<file path="src/rtl/parity_check_pkg.sv">
// parity_check_pkg: shared state encoding for the parity checker skid buffer
package parity_check_pkg;
   typedef enum logic [1:0] {
      ST_EMPTY = 2'd0,
      ST_BUSY  = 2'd1,
      ST_FULL  = 2'd2
   } state_e;
endpackage

</file>
<file path="src/rtl/parity_check_if.sv">
// parity_check_if: valid/ready word+parity input stream and checked output stream
interface parity_check_if #(parameter int DATA_WIDTH = 8);
   logic [DATA_WIDTH-1:0] di;
   logic                  pi;
   logic                  di_valid;
   logic                  di_ready;
   logic [DATA_WIDTH-1:0] dout;
   logic                  do_err;
   logic                  do_valid;
   logic                  do_ready;
   modport master (output di, pi, di_valid, do_ready, input di_ready, dout, do_err, do_valid);
   modport slave  (input di, pi, di_valid, do_ready, output di_ready, dout, do_err, do_valid);
endinterface

</file>
<file path="src/rtl/parity_check_parity.sv">
// parity: even-parity generator, p is the XOR of all bits of d
module parity #(parameter int WIDTH = 9) (
   input  logic [WIDTH-1:0] d,
   output logic             p
);
   assign p = ^d;
endmodule

</file>
<file path="src/rtl/parity_check.sv">
// parity_check: recomputes received parity, forwards words through a 2-entry skid buffer, keeps error stats
module parity_check
   import parity_check_pkg::*;
#(
   parameter int DATA_WIDTH    = 8,
   parameter int ERR_CNT_WIDTH = 16,
   parameter bit ODD           = 1'b0
) (
   input  logic                     clk,
   input  logic                     rst,
   input  logic                     clr,
   parity_check_if.slave            bus,
   output logic                     err_sticky,
   output logic [ERR_CNT_WIDTH-1:0] err_cnt,
   output logic [ERR_CNT_WIDTH-1:0] word_cnt,
   output logic                     err_ovf
);
   localparam logic [ERR_CNT_WIDTH-1:0] SAT = '1;
   state_e                   state_q, state_d;
   logic [DATA_WIDTH-1:0]    or_q, or_d, sr_q, sr_d;
   logic                     ore_q, ore_d, sre_q, sre_d;
   logic                     di_ready_q, di_ready_d;
   logic                     even, err, accept, emit;
   logic                     err_sticky_q, err_sticky_d, err_ovf_q, err_ovf_d;
   logic [ERR_CNT_WIDTH-1:0] err_cnt_q, err_cnt_d, word_cnt_q, word_cnt_d;
   logic [ERR_CNT_WIDTH-1:0] ec_base, wc_base;
   logic                     acc_err;

   parity #(.WIDTH(DATA_WIDTH + 1)) u_parity (.d({bus.di, bus.pi}), .p(even));

   assign err    = even ^ ODD;
   assign accept = bus.di_valid & di_ready_q;
   assign emit   = bus.do_valid & bus.do_ready;

   always_ff @(posedge clk or posedge rst) begin
      if (rst) begin
         state_q    <= ST_EMPTY;
         or_q       <= '0;
         ore_q      <= 1'b0;
         sr_q       <= '0;
         sre_q      <= 1'b0;
         di_ready_q <= 1'b1;
      end else begin
         state_q    <= state_d;
         or_q       <= or_d;
         ore_q      <= ore_d;
         sr_q       <= sr_d;
         sre_q      <= sre_d;
         di_ready_q <= di_ready_d;
      end
   end

   always_comb begin
      state_d = state_q;
      or_d    = or_q;
      ore_d   = ore_q;
      sr_d    = sr_q;
      sre_d   = sre_q;
      case (state_q)
         ST_EMPTY: if (accept) begin
            or_d    = bus.di;
            ore_d   = err;
            state_d = ST_BUSY;
         end
         ST_BUSY: if (accept && emit) begin
            or_d  = bus.di;
            ore_d = err;
         end else if (accept) begin
            sr_d    = bus.di;
            sre_d   = err;
            state_d = ST_FULL;
         end else if (emit) begin
            state_d = ST_EMPTY;
         end
         ST_FULL: if (emit) begin
            or_d    = sr_q;
            ore_d   = sre_q;
            state_d = ST_BUSY;
         end
         default: state_d = ST_EMPTY;
      endcase
      di_ready_d = state_d != ST_FULL;
   end

   always_comb begin
      bus.do_valid = state_q != ST_EMPTY;
      bus.dout     = or_q;
      bus.do_err   = ore_q;
      bus.di_ready = di_ready_q;
   end

   // clear takes effect first so a same-cycle accept is counted into the fresh stats
   always_comb begin
      acc_err      = accept & err;
      ec_base      = clr ? '0 : err_cnt_q;
      wc_base      = clr ? '0 : word_cnt_q;
      word_cnt_d   = (accept && wc_base != SAT) ? wc_base + 1'b1 : wc_base;
      err_cnt_d    = (acc_err && ec_base != SAT) ? ec_base + 1'b1 : ec_base;
      err_ovf_d    = (!clr & err_ovf_q) | (acc_err & (ec_base == SAT));
      err_sticky_d = (!clr & err_sticky_q) | acc_err;
   end

   always_ff @(posedge clk or posedge rst) begin
      if (rst) begin
         err_sticky_q <= 1'b0;
         err_ovf_q    <= 1'b0;
         err_cnt_q    <= '0;
         word_cnt_q   <= '0;
      end else begin
         err_sticky_q <= err_sticky_d;
         err_ovf_q    <= err_ovf_d;
         err_cnt_q    <= err_cnt_d;
         word_cnt_q   <= word_cnt_d;
      end
   end

   assign err_sticky = err_sticky_q;
   assign err_ovf    = err_ovf_q;
   assign err_cnt    = err_cnt_q;
   assign word_cnt   = word_cnt_q;
endmodule

</file>
<file path="src/flat_wrapper.sv">
// flat-port wrapper written by rule: the top's interface ports become plain ports
module parity_check_flat import parity_check_pkg::*;
#(
   parameter int DATA_WIDTH    = 8,
   parameter int ERR_CNT_WIDTH = 16,
   parameter bit ODD           = 1'b0
)
  (clk, rst, clr, err_sticky, err_cnt, word_cnt, err_ovf, bus_di, bus_pi, bus_di_valid, bus_do_ready, bus_di_ready, bus_dout, bus_do_err, bus_do_valid);
  parity_check_if #(.DATA_WIDTH(DATA_WIDTH)) bus_i ();
  input  logic clk;
  input  logic rst;
  input  logic clr;
  output logic err_sticky;
  output logic [ERR_CNT_WIDTH-1:0] err_cnt;
  output logic [ERR_CNT_WIDTH-1:0] word_cnt;
  output logic err_ovf;
  input wire logic [$bits(bus_i.di)-1:0] bus_di;
  input wire logic [$bits(bus_i.pi)-1:0] bus_pi;
  input wire logic [$bits(bus_i.di_valid)-1:0] bus_di_valid;
  input wire logic [$bits(bus_i.do_ready)-1:0] bus_do_ready;
  output wire logic [$bits(bus_i.di_ready)-1:0] bus_di_ready;
  output wire logic [$bits(bus_i.dout)-1:0] bus_dout;
  output wire logic [$bits(bus_i.do_err)-1:0] bus_do_err;
  output wire logic [$bits(bus_i.do_valid)-1:0] bus_do_valid;
  assign bus_i.di = bus_di;
  assign bus_i.pi = bus_pi;
  assign bus_i.di_valid = bus_di_valid;
  assign bus_i.do_ready = bus_do_ready;
  assign bus_di_ready = bus_i.di_ready;
  assign bus_dout = bus_i.dout;
  assign bus_do_err = bus_i.do_err;
  assign bus_do_valid = bus_i.do_valid;
  parity_check #(.DATA_WIDTH(DATA_WIDTH), .ERR_CNT_WIDTH(ERR_CNT_WIDTH), .ODD(ODD)) u_core (.clk(clk), .rst(rst), .clr(clr), .bus(bus_i), .err_sticky(err_sticky), .err_cnt(err_cnt), .word_cnt(word_cnt), .err_ovf(err_ovf));
endmodule
</file>
<file path="config.mk">
export PLATFORM = sky130hd
export DESIGN_NAME = parity_check_flat
export DESIGN_NICKNAME = d
export VERILOG_FILES = /design/src/rtl/parity_check_pkg.sv /design/src/rtl/parity_check_if.sv /design/src/rtl/parity_check_parity.sv /design/src/rtl/parity_check.sv /design/src/flat_wrapper.sv
export SDC_FILE = /design/constraint.sdc
export NUM_CORES = 1
export LEC_CHECK = 0
export CORE_AREA = 10 10 90 92
export CTS_BUF_LIST = sky130_fd_sc_hd__clkbuf_2 sky130_fd_sc_hd__clkbuf_4 sky130_fd_sc_hd__clkbuf_8
export CTS_CLUSTER_DIAMETER = 200
export DETAILED_ROUTE_END_ITERATION = 8
export DIE_AREA = 0 0 100 102
export GPL_ROUTABILITY_DRIVEN = 0
export PLACE_DENSITY = 0.73
export SYNTH_ARGS = -nofsm -noshare
export SYNTH_HDL_FRONTEND = slang
export SYNTH_SLANG_ARGS = --single-unit
</file>
<file path="constraint.sdc">
create_clock -name clk -period 2.2 [get_ports clk]
set_input_delay 0.33 -clock clk [delete_from_list [all_inputs] [get_ports clk]]
set_output_delay 0.33 -clock clk [all_outputs]
set_load 0.01 [all_outputs]
</file>
* Yosys cells after proc, flatten, opt, wreduce, memory -nomap -nowiden
Index checks and enable logic that the tools add are counted.
** Storage, ports and cells
- Register bits after elaboration :: 55
- Bits in latches :: 0
- RAM bits :: 0
- Memory bits (read-only) :: 0
- Bits of input ports :: 14
- Output and inout port bits :: 45
- Memories kept :: 0
** Operators by class
- $add $sub $neg :: 2
- Multiply operators :: 0
- Div/mod/pow operators :: 0
- Order comparisons :: 0
- Equal/unequal tests :: 9
- Shift-type cells :: 0
- Muxes and demuxes :: 18
- Bitwise gates (word level) :: 9
- Reduce and logical (&&, ||, !) cells :: 10
** Operator list (count)
- $mux W16 :: 4
- $add A16 B1 Y16 const B :: 2
- $ne A16 B16 Y1 const B :: 2
- $mux W8 :: 3
- $pmux W8 S3 :: 1
- $eq A16 B16 Y1 const B :: 1
- $mux W2 :: 5
- $reduce_xor A9 Y1 :: 1
- $and A1 B1 Y1 :: 6
- $ne A2 B1 Y1 const B :: 3
- $pmux W2 S3 :: 1
- $reduce_and A4 Y1 :: 1
- $logic_and A1 B1 Y1 :: 3
- $mux W1 :: 3
- $pmux W1 S3 :: 1
- $reduce_and A3 Y1 :: 1
- $reduce_bool A3 Y1 :: 1
- $eq A2 B1 Y1 const B :: 1
- $eq A2 B2 Y1 const B :: 1
- $logic_not A2 Y1 :: 1
- $ne A2 B2 Y1 const B :: 1
- $or A1 B1 Y1 :: 2
- $reduce_bool A2 Y1 :: 1
- $logic_not A1 Y1 :: 1
- $not A1 Y1 :: 1

* Longest topological paths before layout
Gate-level depths: netlist of the first run.
- Depth after elaboration :: 7
- Mapped depth :: 10
- Gate-level depth less buffers :: 8

* By module
A second synthesis of the first run with hierarchy kept.
** Second synthesis, totals
- Cell total of the unflattened synthesis :: 299
- Area, all modules :: 2975.4 um2
** Modules (own cells, without submodules)
- parity_check :: instances 1, cells each 292, area each 2892.8 um2, sequential area each 1377.6 um2
- parity :: instances 1, cells each 7, area each 82.6 um2, sequential area each 0.0 um2

* Worst setup path before layout of the first run
Ideal clock, no wire load.
- Path type :: input port to flip-flop
- From :: input clr
- To :: register u_core.word_cnt_q[8], in the netlist u_core.word_cnt[8]
- Data arrival time :: 2169 ps
- Setup slack :: -47 ps
- Stages on the path :: 9
- Path buffers :: 2
- Path through :: clkbuf_1 > clkbuf_1 > nor2b_1 > ha_1 > nand2_1 > or4_1 > a21o_1 > or3_1 > a21oi_1
** Between the ends
- Word-level cells in the longest chain between the ends :: 4
** Ends and longest elaborated chain
- start: declaration :: line flat_wrapper.sv:12 : input logic clr;
- $mux W16 (*) :: line parity_check.sv:96 : wc_base = clr ? '0 : word_cnt_q;
- branches (longest 2 deep; another with $add A16 B1 Y16)
- $mux W16 (*) :: line parity_check.sv:97 : word_cnt_d = (accept && wc_base != SAT) ? wc_base + 1'b1 : wc_base;
- named net u_core.word_cnt_d[8] :: line parity_check.sv:25 : logic [ERR_CNT_WIDTH-1:0] err_cnt_q, err_cnt_d, word_cnt_q, word_cnt_d;
- end signal: assignment :: line parity_check.sv:113 : word_cnt_q <= word_cnt_d;
- end: declaration :: line parity_check.sv:25
Mark *: on every way through the listed nets, which the timed path passes.
A chain may end at the register's enable or synchronous reset.

* Final worst setup path of the first run
Ends and elaborated chain as after synthesis.

==> reports/metrics.cfg, run 1 <==
[setup_path]
rr_endpoint=u_core.word_cnt[8]
cp-end-kind=flip-flop
path_max_fanout=9
cp-start-kind=input pin
regToRegSetupSlack_ns=0.19
cp.arrival_ns=2.42
worst-r2r-cell-count=7
critical_path_class=input pin to flip-flop
required_ns=2.44
reg2reg_from=u_core.word_cnt[0]

[logic_synthesis]
ys_types=41
ys_async_sr_fraction=1.00
ys.warnings.count=0
synth-xor-area-share=0.103
syn-num-nets=282
muxShareOfSynthArea=0.0779
synth_top_family_by_area=simple AND/OR/NAND/NOR gates
postSynthAreaPerCell_um2=10.3
synth_edf_count=0
synthAdderAreaFrac=0.00911
synth_compound_area_frac=0.0724
synth.cell_area_mm2=0.00275
synthCells=266
synth_ff_type=dfrtp_1
synthSimpleGateAreaFrac=0.218
seq_area_frac_synth=0.501
synth-seq-cells=55

[job]
cap_violations=0

[detailed_routing]
first_pass_iters=4
drt_wl_total_mm=6.53
ant_nets=0
num_vias=2265
drt-vias-per-instance=5.27
drc=0
drt_iter0_drc=67
detail_route.wl_per_cell_um=15.2

[clocking]
clock_sinks=55
cts_hold_buf=0
htree_levels=2
clkLatencyLatePin_ns=0.30
cts_tree=done
clkTransAtPathRegs_ns=0.09
numCtsBuffers=5
ctsRootBufferMaster=clkbuf_8
clk_path_buf_depth=2

[die]
core_mm2=0.00628
pin_count=59
die_y_um=102
dieArea_mm2=0.0102
rows=29
die_w_um=100
start_util=0.438

[power]
switching_power_mw=0.856
power_density_mw_per_mm2=764
p_clk_frac=0.213
swShare=0.296
p_leak_nw=1.63
ir_drop_mv=0.553
internal_power_mw=2.04
pwr-share-comb=0.317
p_seq_frac=0.469

[placement]
io_buffers=58
dpl.hpwl_mm=4.90
place_area_mm2=0.00362

[sta]
min_period_ns=2.19
fin_crit_sh=0.994
max_freq_mhz=457
hold_violations=0
maxSlewViolCount=0
fin_setup_tns_ns=0
setup_viol=0
fin_skew_ns=0.00756
relSlewSlack=0.673
worst_pin_slew_ns=0.490
rsz0062_at_grt=true

[layout]
nNetsFinal=368
final_cell_mix=clkdlybuf4s50_1 (56), dfrtp_1 (54), buf_4 (28)
layout-drive-gt1-share=0.193
final_common_cell=clkdlybuf4s50_1
areaGrowthSynthToFinish_pct=38.0
diodes=0
post-route-cell-area_mm2=0.00379

[global_routing]
grt-ovfl-total=0
grtUsageTotal=0.125
grt_max_degree=35
grt_pass1_vias=2193
antenna_found_initial=0
grt_pass1_wl_mm=10.6

[min_path]
hold_path.class=input pin to asynchronous set/reset pin

[outcome]
status=completed

flip-flops by register name, indices dropped and copies added, names as in the netlist:
signal,cells
u_core.bus.di_ready,1
u_core.bus.do_err,1
u_core.bus.dout,8
u_core.err_cnt,16
u_core.err_ovf,1
u_core.err_sticky,1
u_core.sr_q,8
u_core.sre_q,1
u_core.state_q,2
u_core.word_cnt,16
layer usage:
metal / wire length (um) / track usage
met3: 529 / 0.0520
met5: 0 / 0
met1: 2830 / 0.152
met2: 3130 / 0.205
met4: 35 / 0.0228
through the flow:
| stage | total power [mW] | utilization | hold WS [ns] | setup slack, ns | instances |
|---|---|---|---|---|---|
| floorplan | 1.82 | - | 0.442 | 0.0185 | 266 |
| global placement | 2.28 | 0.577 | 0.466 | -0.266 | 421 |
| detailed placement | 2.30 | 0.577 | 0.477 | -0.365 | 421 |
| CTS | 2.93 | 0.595 | 0.377 | 0.000508 | 430 |
| global route | 3.07 | 0.604 | 0.402 | -0.0769 | 430 |
| finish | 2.90 | 0.604 | 0.365 | 0.0139 | 430 |
worst max-delay path by stage:
stage / start / end / cells past startpoint
global route: clr / u_core.word_cnt[3] / 10
global placement: bus_di[4] / u_core.err_cnt[7] / 8
detailed placement: clr / u_core.word_cnt[8] / 9
finish: clr / u_core.word_cnt[8] / 9
CTS: bus_di[4] / u_core.err_cnt[7] / 8
floorplan: clr / u_core.word_cnt[8] / 9
critical path, stage by stage:
cell and delay, ns:
clkdlybuf4s50_1 0.40, buf_4 0.18, nor2b_2 0.13, ha_2 0.20, nand2_1 0.08, or4_4 0.44
a21o_1 0.18, or3_1 0.32, a21oi_1 0.15
power groups by stage:
stage / registers, mW / logic [mW] / clock network (mW)
floorplan: 1.40 / 0.416 / 0
global placement: 1.37 / 0.902 / 0
detailed placement: 1.38 / 0.923 / 0
CTS: 1.36 / 0.929 / 0.635
global route: 1.39 / 1.01 / 0.668
finish: 1.36 / 0.920 / 0.617
cell type report:
cell class,instances,area [um2]
Tap cell,77,96.3
Clock buffer,8,104
Fill cell,550,2480
Timing Repair Buffer,88,827
Inverter,4,15.0
Sequential cell,55,1380
Multi-Input combinational cell,198,1370
cells by family (layout without fill, tap and decap cells):
group | count (synthesis) | after routing
AOI/OAI and AO/OA | 36 | 36
DFF | 55 | 55
and+or+nand+nor | 111 | 111
adders and majority gates | 2 | 2
muxes | 20 | 20
buffers and inverters | 13 | 100
xor gates and xnor gates | 29 | 29
synth_stat cells (4+ instances only):
master     n  area share
mux2i_1    9       0.033
or3_1      6       0.014
xor2_1    18       0.057
clkbuf_1   6      0.0082
nor2_1    20       0.027
mux2_2    10       0.041
o21ai_0   17       0.031
nand4_1   10       0.023
and3_1     6       0.014
inv_1      4      0.0055
xnor2_1    8       0.026
a21oi_1   10       0.018
nand2b_1   6       0.014
or4_1      4       0.011
dfrtp_1   54        0.49
nor2b_1    9       0.020
nand3_1   10       0.018
nand2_1   25       0.034
repair_timing:
action	CTS	global route
pin swaps	0	7
setup buffers	1	0
gates resized for setup	2	13
setup endpoints to repair	1	16
Note: power is estimated with default switching activity, not from simulation.
==> run 2, diff against run 1 <==
--- a/config.mk
+++ b/config.mk
@@ -11,7 +11,8 @@
 export DETAILED_ROUTE_END_ITERATION = 8
 export DIE_AREA = 0 0 100 102
 export GPL_ROUTABILITY_DRIVEN = 0
-export PLACE_DENSITY = 0.73
+export HOLD_SLACK_MARGIN = 0.03
+export PLACE_DENSITY = 0.7
 export SYNTH_ARGS = -nofsm -noshare
 export SYNTH_HDL_FRONTEND = slang
 export SYNTH_SLANG_ARGS = --single-unit
==> run 2 against run 1 <==
Compared with the run above: sequential cell count unchanged; die area is the same; fmax is 3.3% higher; critical path type unchanged; largest power group unchanged; highest routed layer unchanged.
==> reports/metrics.cfg, run 2 (synthesis gave the netlist of run 1 again) <==
[setup_path]
path_buf_inv=2  ; unchanged
required_ns=2.44  ; about the same
worstPathCellList=clkdlybuf4s50_1 -> buf_4 -> nor2b_2 -> ha_1 -> nand2_1 -> or4_4 -> a21o_1 -> or3_1 -> a21oi_1  ; was clkdlybuf4s50_1 -> buf_4 -> nor2b_2 -> ha_2 -> nand2_1 -> or4_4 -> a21o_1 -> or3_1 -> a21oi_1
reg2reg_from=u_core.word_cnt[0]  ; unchanged
regToRegSetupSlack_ns=0.27  ; was 0.19 ns
worst-r2r-cell-count=7  ; unchanged
worst-path-stages=9  ; unchanged
crit_path_max_incr_delay_ns=0.43  ; was 0.44 ns
cp_top_family=simple AND/OR/NAND/NOR gates  ; unchanged
critical_path_class=input pin to flip-flop  ; unchanged
cp-start-kind=input pin  ; unchanged
slowest_stage=or4_4  ; unchanged
cp.arrival_ns=2.36  ; was 2.42 ns
cp-end-kind=flip-flop  ; unchanged
endpoint=u_core.word_cnt[8]  ; unchanged
rr_endpoint=u_core.word_cnt[8]  ; unchanged
startpoint=clr  ; unchanged
path_max_fanout=11  ; was 9

[sta]
worst_pin_slew_ns=0.533  ; was 0.490 ns
min_period_ns=2.12  ; was 2.19 ns
hold_ws_ns=0.343  ; was 0.365 ns
hold_violations=0  ; unchanged
maxSlewViolCount=0  ; unchanged
fin_setup_tns_ns=0  ; unchanged
fin_crit_sh=0.962  ; was 0.994
relSlewSlack=0.643  ; was 0.673
max_freq_mhz=473  ; was 457 MHz
worst_slack_ns=0.0840  ; was 0.0139 ns
fin_skew_ns=0.0161  ; was 0.00756 ns
setup_viol=0  ; unchanged

[clocking]
cts_hold_buf=0  ; unchanged
htree_levels=2  ; unchanged
clkTransAtPathRegs_ns=0.11  ; was 0.09 ns
cts_tree=done  ; unchanged
clkLatencyLatePin_ns=0.31  ; was 0.30 ns
clock_sinks=55  ; unchanged
clk_path_buf_depth=2  ; unchanged
numCtsBuffers=5  ; unchanged
ctsRootBufferMaster=clkbuf_8  ; unchanged

[min_path]
hold_path.class=input pin to asynchronous set/reset pin  ; unchanged

[layout]
diodes=0  ; unchanged
n_fill_cell=513  ; was 550
final_util=0.605  ; was 0.604
areaGrowthSynthToFinish_pct=38.1  ; was 38.0%
nNetsFinal=371  ; was 368
final_cell_mix=clkdlybuf4s50_1 (54), dfrtp_1 (54), buf_4 (31)  ; was clkdlybuf4s50_1 (56), dfrtp_1 (54), buf_4 (28)
layout-drive-gt1-share=0.188  ; was 0.193

[power]
ir_drop_mv=0.638  ; was 0.553 mV
power_density_mw_per_mm2=760  ; was 764 mW/mm2
p_leak_nw=1.66  ; was 1.63 nW

[job]
cap_violations=0  ; unchanged

[detailed_routing]
detail_route.wl_per_cell_um=15.1  ; was 15.2 um
drc=0  ; unchanged
drt_wl_total_mm=6.52  ; was 6.53 mm
num_vias=2275  ; was 2,265
first_pass_iters=4  ; unchanged
drt-vias-per-instance=5.25  ; was 5.27
ant_nets=0  ; unchanged
drt_iter0_drc=96  ; was 67

[placement]
dpl.hpwl_mm=5.02  ; was 4.90 mm
io_buffers=58  ; unchanged
post-place-ws_ns=-0.382  ; was -0.365 ns

[die]
core_mm2=0.00628  ; unchanged
pin_count=59  ; unchanged
die_w_um=100  ; unchanged
start_util=0.438  ; unchanged
dieArea_mm2=0.0102  ; unchanged
rows=29  ; unchanged
die_y_um=102  ; unchanged

[global_routing]
grt-ovfl-total=0  ; unchanged
grt_max_degree=24  ; was 35
grt_pass1_vias=2350  ; was 2,193
antenna_found_initial=0  ; unchanged
grt_pass1_wl_mm=11.1  ; was 10.6 mm
grtUsageTotal=0.130  ; was 0.125

[outcome]
status=completed  ; unchanged

## run 2: changes by cell type in the layout (fill, tap and decap cells not counted), sizes merged
cell,before,now
dlymetal6s2s,2,4
clkdlybuf4s50,56,54
clkbuf,8,5
clkinv,0,2
inv,4,5
buf,30,33
## run 2: what timing repair did
item | 4_1_cts | 5_1_grt
gates resized for setup | 2 | 10
setup endpoints to repair | 4 | 13
setup buffers | 1 | 0
gates cloned | 0 | 0
pin swaps | 7 | 5
## run 2: per-stage QoR
stage / cells / cell area [um2] / total power, mW
global placement: 424 / 3640 / 2.28
floorplan: 266 / 2750 / 1.82
finish: 433 / 3790 / 2.88
CTS: 433 / 3750 / 2.91
detailed placement: 424 / 3640 / 2.30
global route: 433 / 3790 / 3.07
## run 2: layer usage
layer,vias up,track usage,part of all wire
li1,1113,-,-
met1,1111,0.158,0.44
met2,47,0.223,0.50
met3,4,0.0418,0.056
met4,0,0.0228,0.0043
met5,-,0,0
## run 2: worst min path at each step
stage / startpoint / endpoint / slack, ns / depth (start not counted)
2_1_floorplan: bus_do_ready / u_core.bus.di_ready / 0.44 / 1
3_3_place_gp: u_core.bus.dout[7] / u_core.bus.dout[7] / 0.47 / 2
3_5_place_dp: u_core.bus.dout[7] / u_core.bus.dout[7] / 0.47 / 2
4_1_cts: rst / u_core.err_cnt[0] / 0.35 / 2
5_1_grt: rst / u_core.state_q[0] / 0.35 / 2
6_report: rst / u_core.state_q[0] / 0.34 / 2
## run 2: report_power, final
group / switching [mW] / leakage, nW / internal [mW]
Combinational: 0.403 / 0.888 / 0.519
Clock: 0.362 / 0.0502 / 0.237
Sequential: 0.140 / 0.723 / 1.22
Total: 0.906 / 1.66 / 1.98
## run 2: area by class of cell
cell class                 count  area, um2  area share
clock inverter                 3       28.8     0.00758
sequential                    55       1380       0.363
timing repair buffer          91        855       0.225
clock buffer                   5       68.8      0.0181
tap                           77       96.3      0.0254
multi-input combinational    198       1350       0.357
inverter                       4       15.0     0.00396
